## src/rtl/fq_sched_pkg.sv

```systemverilog
// Shared types and defaults for the fq_sched divided-clock scheduler.
// FSM state encoding, default parameters, and an index-wrap helper.
package fq_sched_pkg;

  localparam int DEF_CNT_LEN = 8;
  localparam int DEF_N_REQ   = 4;
  localparam int DEF_HOLD    = 4;
  localparam int PER_W       = 8;

  typedef enum logic [1:0] {
    ST_IDLE = 2'b00,
    ST_RUN  = 2'b01
  } state_e;

  function automatic int nxt_idx(int idx, int n);
    return (idx + 1 == n) ? 0 : idx + 1;
  endfunction

endpackage

```

## src/rtl/fq_sched_if.sv

```systemverilog
// Requester/scheduler bundle: req, div_in in; grant, ack, busy,
// div_out, clk_out, tick out. master = clients, slave = scheduler.
interface fq_sched_if #(
  parameter int CNT_LEN = 8,
  parameter int N_REQ   = 4
);

  logic [N_REQ-1:0]         req;
  logic [N_REQ*CNT_LEN-1:0] div_in;
  logic [N_REQ-1:0]         grant;
  logic                     ack;
  logic                     busy;
  logic [CNT_LEN-1:0]       div_out;
  logic                     clk_out;
  logic                     tick;

  modport master (
    output req, div_in,
    input  grant, ack, busy, div_out, clk_out, tick
  );

  modport slave (
    input  req, div_in,
    output grant, ack, busy, div_out, clk_out, tick
  );

endinterface

```

## src/rtl/fq_rr_arb.sv

```systemverilog
// Combinational round-robin pick: first req at or above ptr_i (wrapping).
// Ports: req_i, ptr_i in; win_o (one-hot), idx_o, any_o out.
import fq_sched_pkg::*;

module fq_rr_arb #(
  parameter int  N_REQ = DEF_N_REQ,
  localparam int PW    = $clog2(N_REQ)
) (
  input  logic [N_REQ-1:0] req_i,
  input  logic [PW-1:0]    ptr_i,
  output logic [N_REQ-1:0] win_o,
  output logic [PW-1:0]    idx_o,
  output logic             any_o
);

  logic [PW-1:0] j;

  always_comb begin
    win_o = '0;
    idx_o = '0;
    any_o = 1'b0;
    j     = '0;
    for (int k = 0; k < N_REQ; k++) begin
      j = PW'((int'(ptr_i) + k) % N_REQ);
      if (!any_o && req_i[j]) begin
        any_o    = 1'b1;
        win_o[j] = 1'b1;
        idx_o    = j;
      end
    end
  end

endmodule

```

## src/rtl/fq_sched.sv

```systemverilog
// Shared frequency divider: round-robin owner, latched ratio, clk_out/tick,
// owner/ratio switches only at period boundaries. Ports: clk, rst, bus.
import fq_sched_pkg::*;

module fq_sched #(
  parameter int CNT_LEN      = DEF_CNT_LEN,
  parameter int N_REQ        = DEF_N_REQ,
  parameter int HOLD_PERIODS = DEF_HOLD
) (
  input  logic       clk,
  input  logic       rst,
  fq_sched_if.slave  bus
);

  localparam int PW = $clog2(N_REQ);

  state_e             state_q, state_d;
  logic [N_REQ-1:0]   grant_q, grant_d;
  logic               ack_q, ack_d;
  logic               busy_q, busy_d;
  logic [CNT_LEN-1:0] div_q, div_d;
  logic               clk_q, clk_d;
  logic               tick_q, tick_d;
  logic [CNT_LEN-1:0] cnt_q, cnt_d;
  logic [PER_W-1:0]   per_q, per_d;
  logic [PW-1:0]      ptr_q, ptr_d;

  logic [N_REQ-1:0]   arb_win;
  logic [PW-1:0]      arb_idx;
  logic               arb_any;
  logic [CNT_LEN-1:0] div_sel;
  logic [CNT_LEN-1:0] div_new;
  logic               own_req;
  logic               others;
  logic               hold_ok;
  logic               take;

  fq_rr_arb #(.N_REQ(N_REQ)) u_arb (
    .req_i (bus.req),
    .ptr_i (ptr_q),
    .win_o (arb_win),
    .idx_o (arb_idx),
    .any_o (arb_any)
  );

  always_comb begin
    div_sel = '0;
    for (int i = 0; i < N_REQ; i++) begin
      if (arb_idx == PW'(i))
        div_sel = bus.div_in[i*CNT_LEN +: CNT_LEN];
    end
  end

  // A zero ratio would never let cnt reach div; run it as 1.
  assign div_new = (div_sel == '0) ? CNT_LEN'(1) : div_sel;

  assign own_req = |(bus.req & grant_q);
  assign others  = |(bus.req & ~grant_q);
  assign hold_ok = (HOLD_PERIODS == 0)
                || (int'(per_q) + 1 < HOLD_PERIODS)
                || !others;

  always_comb begin
    state_d = state_q;
    grant_d = grant_q;
    ack_d   = 1'b0;
    busy_d  = busy_q;
    div_d   = div_q;
    clk_d   = clk_q;
    tick_d  = 1'b0;
    cnt_d   = cnt_q;
    per_d   = per_q;
    ptr_d   = ptr_q;
    take    = 1'b0;
    unique case (state_q)
      ST_IDLE: begin
        clk_d = 1'b0;
        if (arb_any) take = 1'b1;
      end
      ST_RUN: begin
        if (cnt_q != div_q) begin
          cnt_d = cnt_q + 1'b1;
        end else if (clk_q) begin
          clk_d  = 1'b0;
          tick_d = 1'b1;
          cnt_d  = CNT_LEN'(1);
        end else if (own_req && hold_ok) begin
          // Period boundary, owner keeps the divider.
          clk_d  = 1'b1;
          tick_d = 1'b1;
          cnt_d  = CNT_LEN'(1);
          if (per_q != '1) per_d = per_q + 1'b1;
        end else if (arb_any) begin
          take = 1'b1;
        end else begin
          state_d = ST_IDLE;
          grant_d = '0;
          busy_d  = 1'b0;
          clk_d   = 1'b0;
          cnt_d   = '0;
          per_d   = '0;
        end
      end
      default: state_d = ST_IDLE;
    endcase
    if (take) begin
      state_d = ST_RUN;
      grant_d = arb_win;
      ack_d   = 1'b1;
      busy_d  = 1'b1;
      div_d   = div_new;
      clk_d   = 1'b1;
      tick_d  = 1'b1;
      cnt_d   = CNT_LEN'(1);
      per_d   = '0;
      ptr_d   = PW'(nxt_idx(int'(arb_idx), N_REQ));
    end
  end

  always_ff @(posedge clk) begin
    if (rst) begin
      state_q <= ST_IDLE;
      grant_q <= '0;
      ack_q   <= 1'b0;
      busy_q  <= 1'b0;
      div_q   <= '0;
      clk_q   <= 1'b0;
      tick_q  <= 1'b0;
      cnt_q   <= '0;
      per_q   <= '0;
      ptr_q   <= '0;
    end else begin
      state_q <= state_d;
      grant_q <= grant_d;
      ack_q   <= ack_d;
      busy_q  <= busy_d;
      div_q   <= div_d;
      clk_q   <= clk_d;
      tick_q  <= tick_d;
      cnt_q   <= cnt_d;
      per_q   <= per_d;
      ptr_q   <= ptr_d;
    end
  end

  assign bus.grant   = grant_q;
  assign bus.ack     = ack_q;
  assign bus.busy    = busy_q;
  assign bus.div_out = div_q;
  assign bus.clk_out = clk_q;
  assign bus.tick    = tick_q;

endmodule
```

## src/flat_wrapper.sv

```systemverilog
// flat-port wrapper written by rule: the top's interface ports become plain ports
module fq_sched_flat 
#(
  parameter int CNT_LEN      = DEF_CNT_LEN,
  parameter int N_REQ        = DEF_N_REQ,
  parameter int HOLD_PERIODS = DEF_HOLD
)
  (clk, rst, bus_req, bus_div_in, bus_grant, bus_ack, bus_busy, bus_div_out, bus_clk_out, bus_tick);
  fq_sched_if #(.CNT_LEN(CNT_LEN), .N_REQ(N_REQ)) bus_i ();
  input  logic clk;
  input  logic rst;
  input wire logic [$bits(bus_i.req)-1:0] bus_req;
  input wire logic [$bits(bus_i.div_in)-1:0] bus_div_in;
  output wire logic [$bits(bus_i.grant)-1:0] bus_grant;
  output wire logic [$bits(bus_i.ack)-1:0] bus_ack;
  output wire logic [$bits(bus_i.busy)-1:0] bus_busy;
  output wire logic [$bits(bus_i.div_out)-1:0] bus_div_out;
  output wire logic [$bits(bus_i.clk_out)-1:0] bus_clk_out;
  output wire logic [$bits(bus_i.tick)-1:0] bus_tick;
  assign bus_i.req = bus_req;
  assign bus_i.div_in = bus_div_in;
  assign bus_grant = bus_i.grant;
  assign bus_ack = bus_i.ack;
  assign bus_busy = bus_i.busy;
  assign bus_div_out = bus_i.div_out;
  assign bus_clk_out = bus_i.clk_out;
  assign bus_tick = bus_i.tick;
  fq_sched #(.CNT_LEN(CNT_LEN), .N_REQ(N_REQ), .HOLD_PERIODS(HOLD_PERIODS)) u_core (.clk(clk), .rst(rst), .bus(bus_i));
endmodule
```

## config.mk

```make
export PLATFORM = sky130hd
export DESIGN_NAME = fq_sched_flat
export DESIGN_NICKNAME = d
export VERILOG_FILES = /design/src/rtl/fq_sched_pkg.sv /design/src/rtl/fq_sched_if.sv /design/src/rtl/fq_rr_arb.sv /design/src/rtl/fq_sched.sv /design/src/flat_wrapper.sv
export SDC_FILE = /design/constraint.sdc
export NUM_CORES = 1
export LEC_CHECK = 0
export CORE_UTILIZATION = 47
export DETAILED_ROUTE_END_ITERATION = 6
export PLACE_DENSITY = 0.85
export SLEW_MARGIN = 20
export SYNTH_ARGS = -nofsm -noshare
export SYNTH_HDL_FRONTEND = slang
export SYNTH_HIERARCHICAL = 1
export SYNTH_SLANG_ARGS = --single-unit
```

## constraint.sdc

```tcl
create_clock -name clk -period 4.05 [get_ports clk]
set_clock_uncertainty 0.1 [all_clocks]
set_input_delay 0.6075 -clock clk [delete_from_list [all_inputs] [get_ports clk]]
set_output_delay 0.6075 -clock clk [all_outputs]
set_load 0.01 [all_outputs]
```

-- Word level (Yosys, flattened, before mapping)
Index checks and enable logic that the tools add are counted.
- $add $sub $neg: 7
- order comparisons: 9
- equality and inequality tests: 24
- multiplexer cells: 75
- bitwise gates (word level): 9
- reductions and logical operators: 28
- operators with widths (kind ; count):
    2-to-1 mux 8 bit ; 11
    2-to-1 mux 4 bit ; 10
    2-to-1 mux 1 bit ; 34
    less-than comparator 32 x 4 -> 1 bit (second input constant) ; 1
    AND reduction 5 bit ; 4
    2-to-1 mux 2 bit ; 9
    adder 8 x 1 -> 8 bit (second input constant) ; 2
    inequality test 2 bit (second input constant) ; 8
    less-than comparator 2 x 3 -> 1 bit (second input constant) ; 4
    OR 4 bit ; 3
    adder 8 x 1 -> 9 bit (second input constant) ; 1
    bitwise AND 4 bit ; 2
    binary-select mux 1 bit (select 2 bit) ; 4
    demux 1 bit (select 2 bit) ; 4
    >= comparator 2 x 1 -> 1 bit (second input constant) ; 4
    logical AND 1 bit ; 8
    zero test 8 bit ; 1
    inequality test 8 bit ; 1
    inequality test 8 bit (second input constant) ; 1
    OR reduction 4 bit ; 2
    inequality test 2 x 1 -> 1 bit (second input constant) ; 3
    inequality test 3 x 2 -> 1 bit (second input constant) ; 2
    inequality test 3 bit (second input constant) ; 2
    AND reduction 2 bit ; 3
    other kinds (18) ; 28
- flip-flop bits (word level): 36
- bits of input ports: 38
- output and inout port bits: 16
- word-level logic and storage cells: 164

-- Depth between registers and ports, before layout
- depth after elaboration: 19
- depth in mapped cells: 18
- mapped depth without buffers: 14

-- Modules after synthesis
The synthesis kept the hierarchy.
- by module, submodules not included (module ; instances ; cells an instance ; area an instance (sq um) ; seq. area each (sq um)):
    fq_sched ; 1 ; 277 ; 2321.0 ; 700.7
    fq_rr_arb ; 1 ; 45 ; 419.2 ; 0.0

-- Worst setup path before layout
OpenSTA, ideal clock, no wires.
- path type: reg2reg
- start: reg u_core.ptr_q[0]
- end: reg u_core.div_q[0] (netlist: u_core/bus.div_out[0])
- library setup time: 0.074 ns
- arrival: 3.581 ns
- required time: 3.876 ns
- slack: 0.295 ns
- stages on the path, launching flop included: 19
- buffers on the path: 4
- clock period less this slack: 3.755 ns
- path through: dfxtp_1 > buf_6 > inv_1 > ha_1 > mux4_2 > buf_6 > nor4b_4 > nor2_1 > a32o_1 > inv_1 > ha_1 > buf_2 > nor2b_1 > clkbuf_1 > a221o_1 > a21oi_1 > nand4_1 > a221o_1 > a31oi_1
- word-level cells in the longest chain between the ends: 19
- elaborated cells on any way between the ends: 40
- classes of those cells: add/sub (3); eq/ne (3); mux (26); reduce/logical (8)
- RTL lines (item ; line ; RTL):
    start, declared ; fq_sched.sv:26 ; logic [PW-1:0] ptr_q, ptr_d;
    start signal, assigned ; fq_sched.sv:142 ; ptr_q <= ptr_d;
    branches (longest 11 deep; another with adder 2 x 1 -> 2 bit) ; - ;
    2-to-1 mux 2 bit (*) ; fq_rr_arb.sv:25 ; if (!any_o && req_i[j]) begin
    via u_core.arb_idx[1] ; fq_sched.sv:29 ; logic [PW-1:0] arb_idx;
    zero test 2 bit ; fq_sched.sv:49 ; if (arb_idx == PW'(i))
    2-to-1 mux 8 bit (3 in series) ; fq_sched.sv:49 ;
    2-to-1 mux 8 bit (*) ; fq_sched.sv:49 ;
    zero test 8 bit ; fq_sched.sv:55 ; assign div_new = (div_sel == '0) ? CNT_LEN'(1) : div_sel;
    2-to-1 mux 8 bit (*) ; fq_sched.sv:55 ;
    end signal, assigned ; fq_sched.sv:137 ; div_q <= div_d;
    end, declared ; fq_sched.sv:21 ; logic [CNT_LEN-1:0] div_q, div_d;
Mark *: on every way through the listed nets, which the timed path passes. The select of a mux whose other input is x is not followed.
A chain may end at the register's enable or synchronous reset.

-- Worst setup path after layout
- start: in bus_req[0]
- end: reg u_core.div_q[0] (netlist: u_core/bus.div_out[0])
- word-level cells in the longest chain between the ends: 19
- elaborated cells on any way between the ends: 44
- classes of those cells: eq/ne (3); mux (26); bitwise (2); reduce/logical (13)
- RTL lines (item ; line ; RTL):
    start, declared ; flat_wrapper.sv:12 ; input wire logic [$bits(bus_i.req)-1:0] bus_req;
    binary-select mux 1 bit (select 2 bit) ; fq_rr_arb.sv:25 ;
    2-to-1 mux 1 bit (implied by the code) ; fq_rr_arb.sv:25 ;
    2-to-1 mux 1 bit ; fq_rr_arb.sv:25 ;
    zero test 1 bit ; fq_rr_arb.sv:25 ;
    logical AND 1 bit ; fq_rr_arb.sv:25 ;
    2-to-1 mux 1 bit ; fq_rr_arb.sv:25 ;
    zero test 1 bit ; fq_rr_arb.sv:25 ;
    logical AND 1 bit ; fq_rr_arb.sv:25 ;
    (+2 left out) ; - ;
    logical AND 1 bit ; fq_rr_arb.sv:25 ;
    2-to-1 mux 2 bit (*) ; fq_rr_arb.sv:25 ;
    via u_core.arb_idx[0] ; fq_sched.sv:29 ;
    zero test 2 bit ; fq_sched.sv:49 ;
    2-to-1 mux 8 bit (3 in series) ; fq_sched.sv:49 ;
    2-to-1 mux 8 bit (*) ; fq_sched.sv:49 ;
    zero test 8 bit ; fq_sched.sv:55 ;
    2-to-1 mux 8 bit (*) ; fq_sched.sv:55 ;
The timed path passes the listed nets; every way through them passes the cells marked *. The select of a mux whose other input is x is not followed.

==> summary.txt <==
status -> finished clean
Seq cells post-synth -> 35
leakage -> 1.28 nW
Top Ports -> 54
worst min path class -> flip-flop to flip-flop
RSZ-0062 raised after global routing -> no
synth top area cells -> dfxtp_1 (26%), ha_1 (5.5%), nand2_1 (4.1%), nor2_1 (4.0%), a21oi_1 (3.5%)
Fin Setup TNS -> 0 ns
Antenna Nets Post-Route -> 0
final hold vios -> 0
multi-input logic area -> 0.00187 sq mm
largest family of logic cells by synthesized area -> compound AO/OA/AOI/OAI gates
library cells used by synthesis -> 66
Post-Syn Nets -> 372
post-synthesis compound-gate area fraction -> 0.281
dpl hpwl -> 5.10 mm
worst-case reg-to-reg path depth -> 14
clock-pin slew on the worst setup and hold paths -> 0.07 ns
vias per inst -> 5.87
Peak VDD IR -> 0.000425 V
first-pass GRT wire length -> 11.2 mm
DRC -> 0
synthesized cell area -> 0.00274 sq mm
Post-synth ARST share -> 0
top_reg_cell synth -> dfxtp_1
Mapped Cells -> 322
CP required -> 4.17 ns
post-synth top area share -> 0.256
pwr dens -> 669 mW/mm^2
CTS root buf -> clkbuf_8
post-synthesis xor/xnor area fraction -> 0.0320
share of cells above drive strength 1 -> 0.122
maxcap violations -> 0
NumNets Final -> 426
crit start category -> primary input
Routed Wire Length -> 6.64 mm
fin worst setup slack -> 0.244 ns
Resized cells post-CTS -> 0
largest net degree at the start of global routing -> 18
storage element area -> 701 sq um
clock sink count -> 35
Synth warnings -> 6
Num CTS Buffers -> 5
Antenna diodes -> 0
Die Y -> 78.4 um
latest clock arrival within the worst-skew pair -> 0.29 ns
Rel. slew slack -> 0.608
area growth from synthesis to layout -> 26.3%
core area -> 0.00557 sq mm
Tmin final -> 3.81 ns
WHS Path Cells -> 2
DR WL/cell -> 14.8 um
Post-synth top cells -> dfxtp_1 (35), nand2_1 (30), nor2_1 (29)
Max Slew Vio Count -> 0
Starting Density -> 0.492
initial antenna violation count -> 0
number of synthesized flops with an enable pin -> 0
TritonCTS clock tree -> yes
area leader, netlist -> dfxtp_1
Setup Crit Path Kind -> primary input to flip-flop
register area share after synthesis -> 0.256
Total Routing Usage GR -> 0.229
Synth Area in Adders -> 0.0548
drt pass-1 iters -> 4
die area -> 0.00614 sq mm
Hold WS -> 0.409 ns
PortBufs -> 53
crit share post-route -> 0.940
detailed router's first-iteration violation count -> 146
H-tree depth -> 2
num rows -> 27
CTS max path bufs -> 2
cts hold-fix bufs -> 0
worst slack at placement -> -0.0402 ns
final setup fails -> 0
vias in the first global route -> 2496
Crit path arrival time -> 3.93 ns
via count -> 2635
top-count cell post-synth -> dfxtp_1
total setup buffers inserted after CTS -> 0
fmax -> 263 MHz
Mean Syn Cell Area -> 8.51 sq um
Placer Congestion -> 0.884
Synth Area in Simple Gates -> 0.242
mux cell area share after synthesis -> 0.0694
GRT overflow -> 0
Fill cells -> 479
Worst Setup End Kind -> flip-flop
Crit Path Max Fanout -> 7
DIE WIDTH -> 78.4 um
slew at the pin with the worst max-slew slack -> 0.583 ns
-- power breakdown --
| group | leakage [nW] | switching, mW | internal (mW) |
|---|---|---|---|
| registers | 0.287 | 0.0773 | 0.420 |
| logic | 0.933 | 0.793 | 0.706 |
| clock network | 0.0581 | 0.138 | 0.183 |
| total | 1.28 | 1.01 | 1.31 |
-- registers in the layout (all words and copies together), names as in the netlist --
signal and flops:
u_core/bus.busy 1, u_core/cnt_q 8, u_core/bus.tick 1, u_core/per_q 8, u_core/state_q 1, u_core/bus.clk_out 1, u_core/bus.div_out 8, u_core/ptr_q 2
u_core/bus.grant 4, u_core/bus.ack 1
-- worst paths after layout --
path	from	to	slack, ns
worst min register to register	u_core/cnt_q[2]	u_core/cnt_q[2]	0.41
worst max-delay path	bus_req[0]	u_core/bus.div_out[0]	0.24
worst max register to register	u_core/ptr_q[1]	u_core/bus.div_out[0]	0.53
worst min-delay path	u_core/cnt_q[2]	u_core/cnt_q[2]	0.41
-- worst max-delay path, stage by stage --
cell and delay, ns:
clkdlybuf4s50_1 0.51, mux4_1 0.65, inv_1 0.11, a21oi_1 0.06
o31ai_1 0.36, inv_1 0.13, ha_1 0.23, nor2b_1 0.20
a221o_1 0.33, a21oi_1 0.16, nand4_1 0.11, a221o_1 0.32
a31oi_1 0.15
-- cell type report --
class,instances,share of cell area
tap,72,0.0260
timing repair buffer,68,0.186
clock buffer,5,0.0199
inverter,11,0.0119
sequential,35,0.202
clock inverter,3,0.0127
multi-input combinational,255,0.541
-- kinds of logic (layout without fill, tap and decap cells) --
logic type	Yosys count	count (layout)
AOI/OAI and AO/OA	98	98
xor gates and xnor gates	10	10
adders and majority gates	12	12
buffers and inverters	32	87
DFF	35	35
muxes	13	13
and+or+nand+nor	122	122
-- through the flow --
stage / power (mW) / std cells / instance area [sq um] / util
after global placement: 1.96 / 441 / 3350 / 0.601
final: 2.32 / 449 / 3460 / 0.621
after floorplan: 1.58 / 322 / 2740 / -
after CTS: 2.32 / 449 / 3460 / 0.621
after global routing: 2.50 / 449 / 3460 / 0.621
after detailed placement: 1.99 / 441 / 3350 / 0.601
-- routing by layer --
layer  vias to the layer above  routed length [um]  track usage
li1                       1323                   -            -
met1                      1223                2940        0.274
met2                        77                3270        0.395
met3                        12                 297       0.0512
met4                         0                 129       0.0926
met5                         -                   0            0
-- cell usage in the layout (no fill, tap or decap), drive strengths merged, types with 3 or more instances in the layout --
master,n
xnor2,9
nand3,6
nand4,6
clkdlybuf4s50,53
nor3,11
a31oi,6
o21ai,15
mux4,4
a32oi,3
dfxtp,35
nor4,4
ha,12
a22oi,8
nor2,29
clkbuf,5
nand3b,5
and2,4
nand2,30
a22o,6
and3,5
a21oi,20
o211ai,4
nand2b,10
a221o,7
inv,11
and4,4
mux2i,7
nor2b,3
a211oi,6
buf,15
(Power assumes the default switching activity.)
==> patch: new RTL, config.mk and constraints unchanged <==
Change the package constant `DEF_N_REQ` from 4 to 2.
--- a/src/rtl/fq_sched_pkg.sv
+++ b/src/rtl/fq_sched_pkg.sv
@@ -4,5 +4,5 @@
 
   localparam int DEF_CNT_LEN = 8;
-  localparam int DEF_N_REQ   = 4;
+  localparam int DEF_N_REQ   = 2;
   localparam int DEF_HOLD    = 4;
   localparam int PER_W       = 8;
Ports: changed (resized bus_div_in, bus_grant and bus_req); port bits go from 54 to 34. The function was not compared with the original's and may differ.
==> patch against the unedited design <==
Power is 62% lower; sequential cell count is 3 lower; worst setup slack better by 0.85 ns; synthesized area is 31% lower; via count is 29% lower; largest power group is now sequential cells; design area is 32% lower; wire length is 31% lower; utilization is 0.19 points higher.
==> patch: results (changes against the unedited design) <==
----------------------------------------------------
[Run status]
  Run status ... completed

[Setup path]
  Worst Reg-to-Reg Cells ... 7 (-7)
  Data arrival time at the worst-slack endpoint ... 3.08 ns (-0.85 ns)
  Delay of the slowest cell on the worst path ... 0.58 ns (-0.07 ns)
  Critical Path Fanout Max ... 25 (+18)
  Cell at the slowest stage of the critical path ... or4_4
  Top cell family by delay on the critical path ... simple AND/OR/NAND/NOR gates

[Drt]
  Number of DRC markers in iteration 0 ... 138 (-5.5%)
  M1 wire length ... 2.05 mm (-30%)
  Wire length on met3 ... 387 um (+30%)
  Vias per inst ... 6.23 (+6.2%)

[Final layout]
  Register area ... 641 sq um (-8.6%)
  Layout net count ... 272 (-36%)
  Fraction of final layout cells with drive strength greater than 1 ... 9.56% (-2.6 points)

[Yosys]
  Net count after synthesis ... 242 (-35%)
  Sequential area share after synthesis ... 33.7% (+8.2 points)
  Largest cells by area after synthesis ... dfxtp_1 (34%), mux2i_1 (4.7%), a21oi_1 (4.2%), xor2_1 (4.2%), a211oi_1 (4.0%)
  Cell variety after synth ... 48 (-27%)

[Timing]
  Transition at the pin with the smallest max-transition slack ... 0.692 ns (+0.108 ns)

[CTS]
  Buffers inserted during post-CTS setup optimization ... 0 (unchanged)

[Global routing]
  Pin count of the biggest net entering global routing ... 26 (+8)
  Via count of the first global-routing pass ... 1,719 (-31%)
  Global-route usage over all layers ... 23.8% (+0.93 points)
  Global-route wire length before repair ... 7.83 mm (-30%)

[Placement]
  I/O Buffers ... 33 (-38%)
  Final weighted congestion of routability-driven global placement ... 0.984 (+11%)
  HPWL Detailed ... 3.36 mm (-34%)
  Cell area reported after detailed placement ... 0.00222 sq mm (-34%)

[Pwr]
  Max rail drop VDD ... 0.320 mV (-25%)

----------------------------------------------------
==> patch: cell types whose count changed in the layout (fill, tap and decap cells not counted), sizes merged, moves of 8 or more <==
cell | before | now
nand2b | 10 | 0
clkdlybuf4s50 | 53 | 33
a22oi | 8 | 0
nand2 | 30 | 14
xnor2 | 9 | 0
xor2 | 1 | 9
a211oi | 6 | 15
nor2 | 29 | 7
buf | 15 | 1
ha | 12 | 2
==> patch: logic make-up (layout without fill, tap and decap cells) <==
family,count (synthesis),count (layout),share of synthesized area (%)
xor gates and xnor gates,9,9,4.15
muxes,10,10,5.34
adders and majority gates,2,2,1.32
buffers and inverters,20,51,5.73
AOI/OAI and AO/OA,70,70,26.4
and+or+nand+nor,77,77,23.3
DFF,32,32,33.7
==> patch: routing by layer <==
layer	global-route usage (%)	up-vias
met2	37.1	95
met5	0	-
met1	31.9	850
li1	-	910
met4	8.15	0
met3	5.73	8
==> patch: worst min-delay path, delay by kind of cell (launching register included) <==
family          cells  cell delay (ns)
compound gates      1             0.06
simple gates        1             0.06
flops               1             0.33
==> patch: path summary, 6_finish.rpt <==
check / slack (ns) / start / to
max: 1.09 / u_core/per_q[0]$_SDFFE_PP0P_ / u_core/bus.grant[1]$_SDFFE_PP0P_
min: 0.39 / u_core/bus.div_out[0]$_SDFFE_PP0P_ / u_core/bus.div_out[0]$_SDFFE_PP0P_
max reg2reg: 1.09 / u_core/per_q[0]$_SDFFE_PP0P_ / u_core/bus.grant[1]$_SDFFE_PP0P_
min reg2reg: 0.39 / u_core/bus.div_out[0]$_SDFFE_PP0P_ / u_core/bus.div_out[0]$_SDFFE_PP0P_
==> patch: through the flow <==
| stage | setup WS (ns) | cells | hold WS [ns] |
|---|---|---|---|
| after floorplan | 1.74 | 220 | 0.363 |
| after global placement | 1.12 | 291 | 0.379 |
| after detailed placement | 1.04 | 291 | 0.382 |
| after CTS | 1.14 | 299 | 0.391 |
| after global routing | 0.942 | 299 | 0.442 |
| final | 1.09 | 299 | 0.389 |
==> patch: area by class of cell <==
class	count	area share, %
clock buffers	7	4.10
clock inverters	1	1.28
inverters	9	1.44
multi-input cells	168	49.0
flip-flops and latches	32	27.3
well taps	48	2.56
repair buffers	34	14.4
==> patch: power by group through the flow <==
stage / Combinational (mW) / Sequential, mW / Clock (mW)
2_1_floorplan: 0.110 / 0.366 / 0
3_3_place_gp: 0.179 / 0.365 / 0
3_5_place_dp: 0.183 / 0.365 / 0
4_1_cts: 0.184 / 0.358 / 0.337
5_1_grt: 0.200 / 0.361 / 0.352
6_report: 0.185 / 0.358 / 0.334
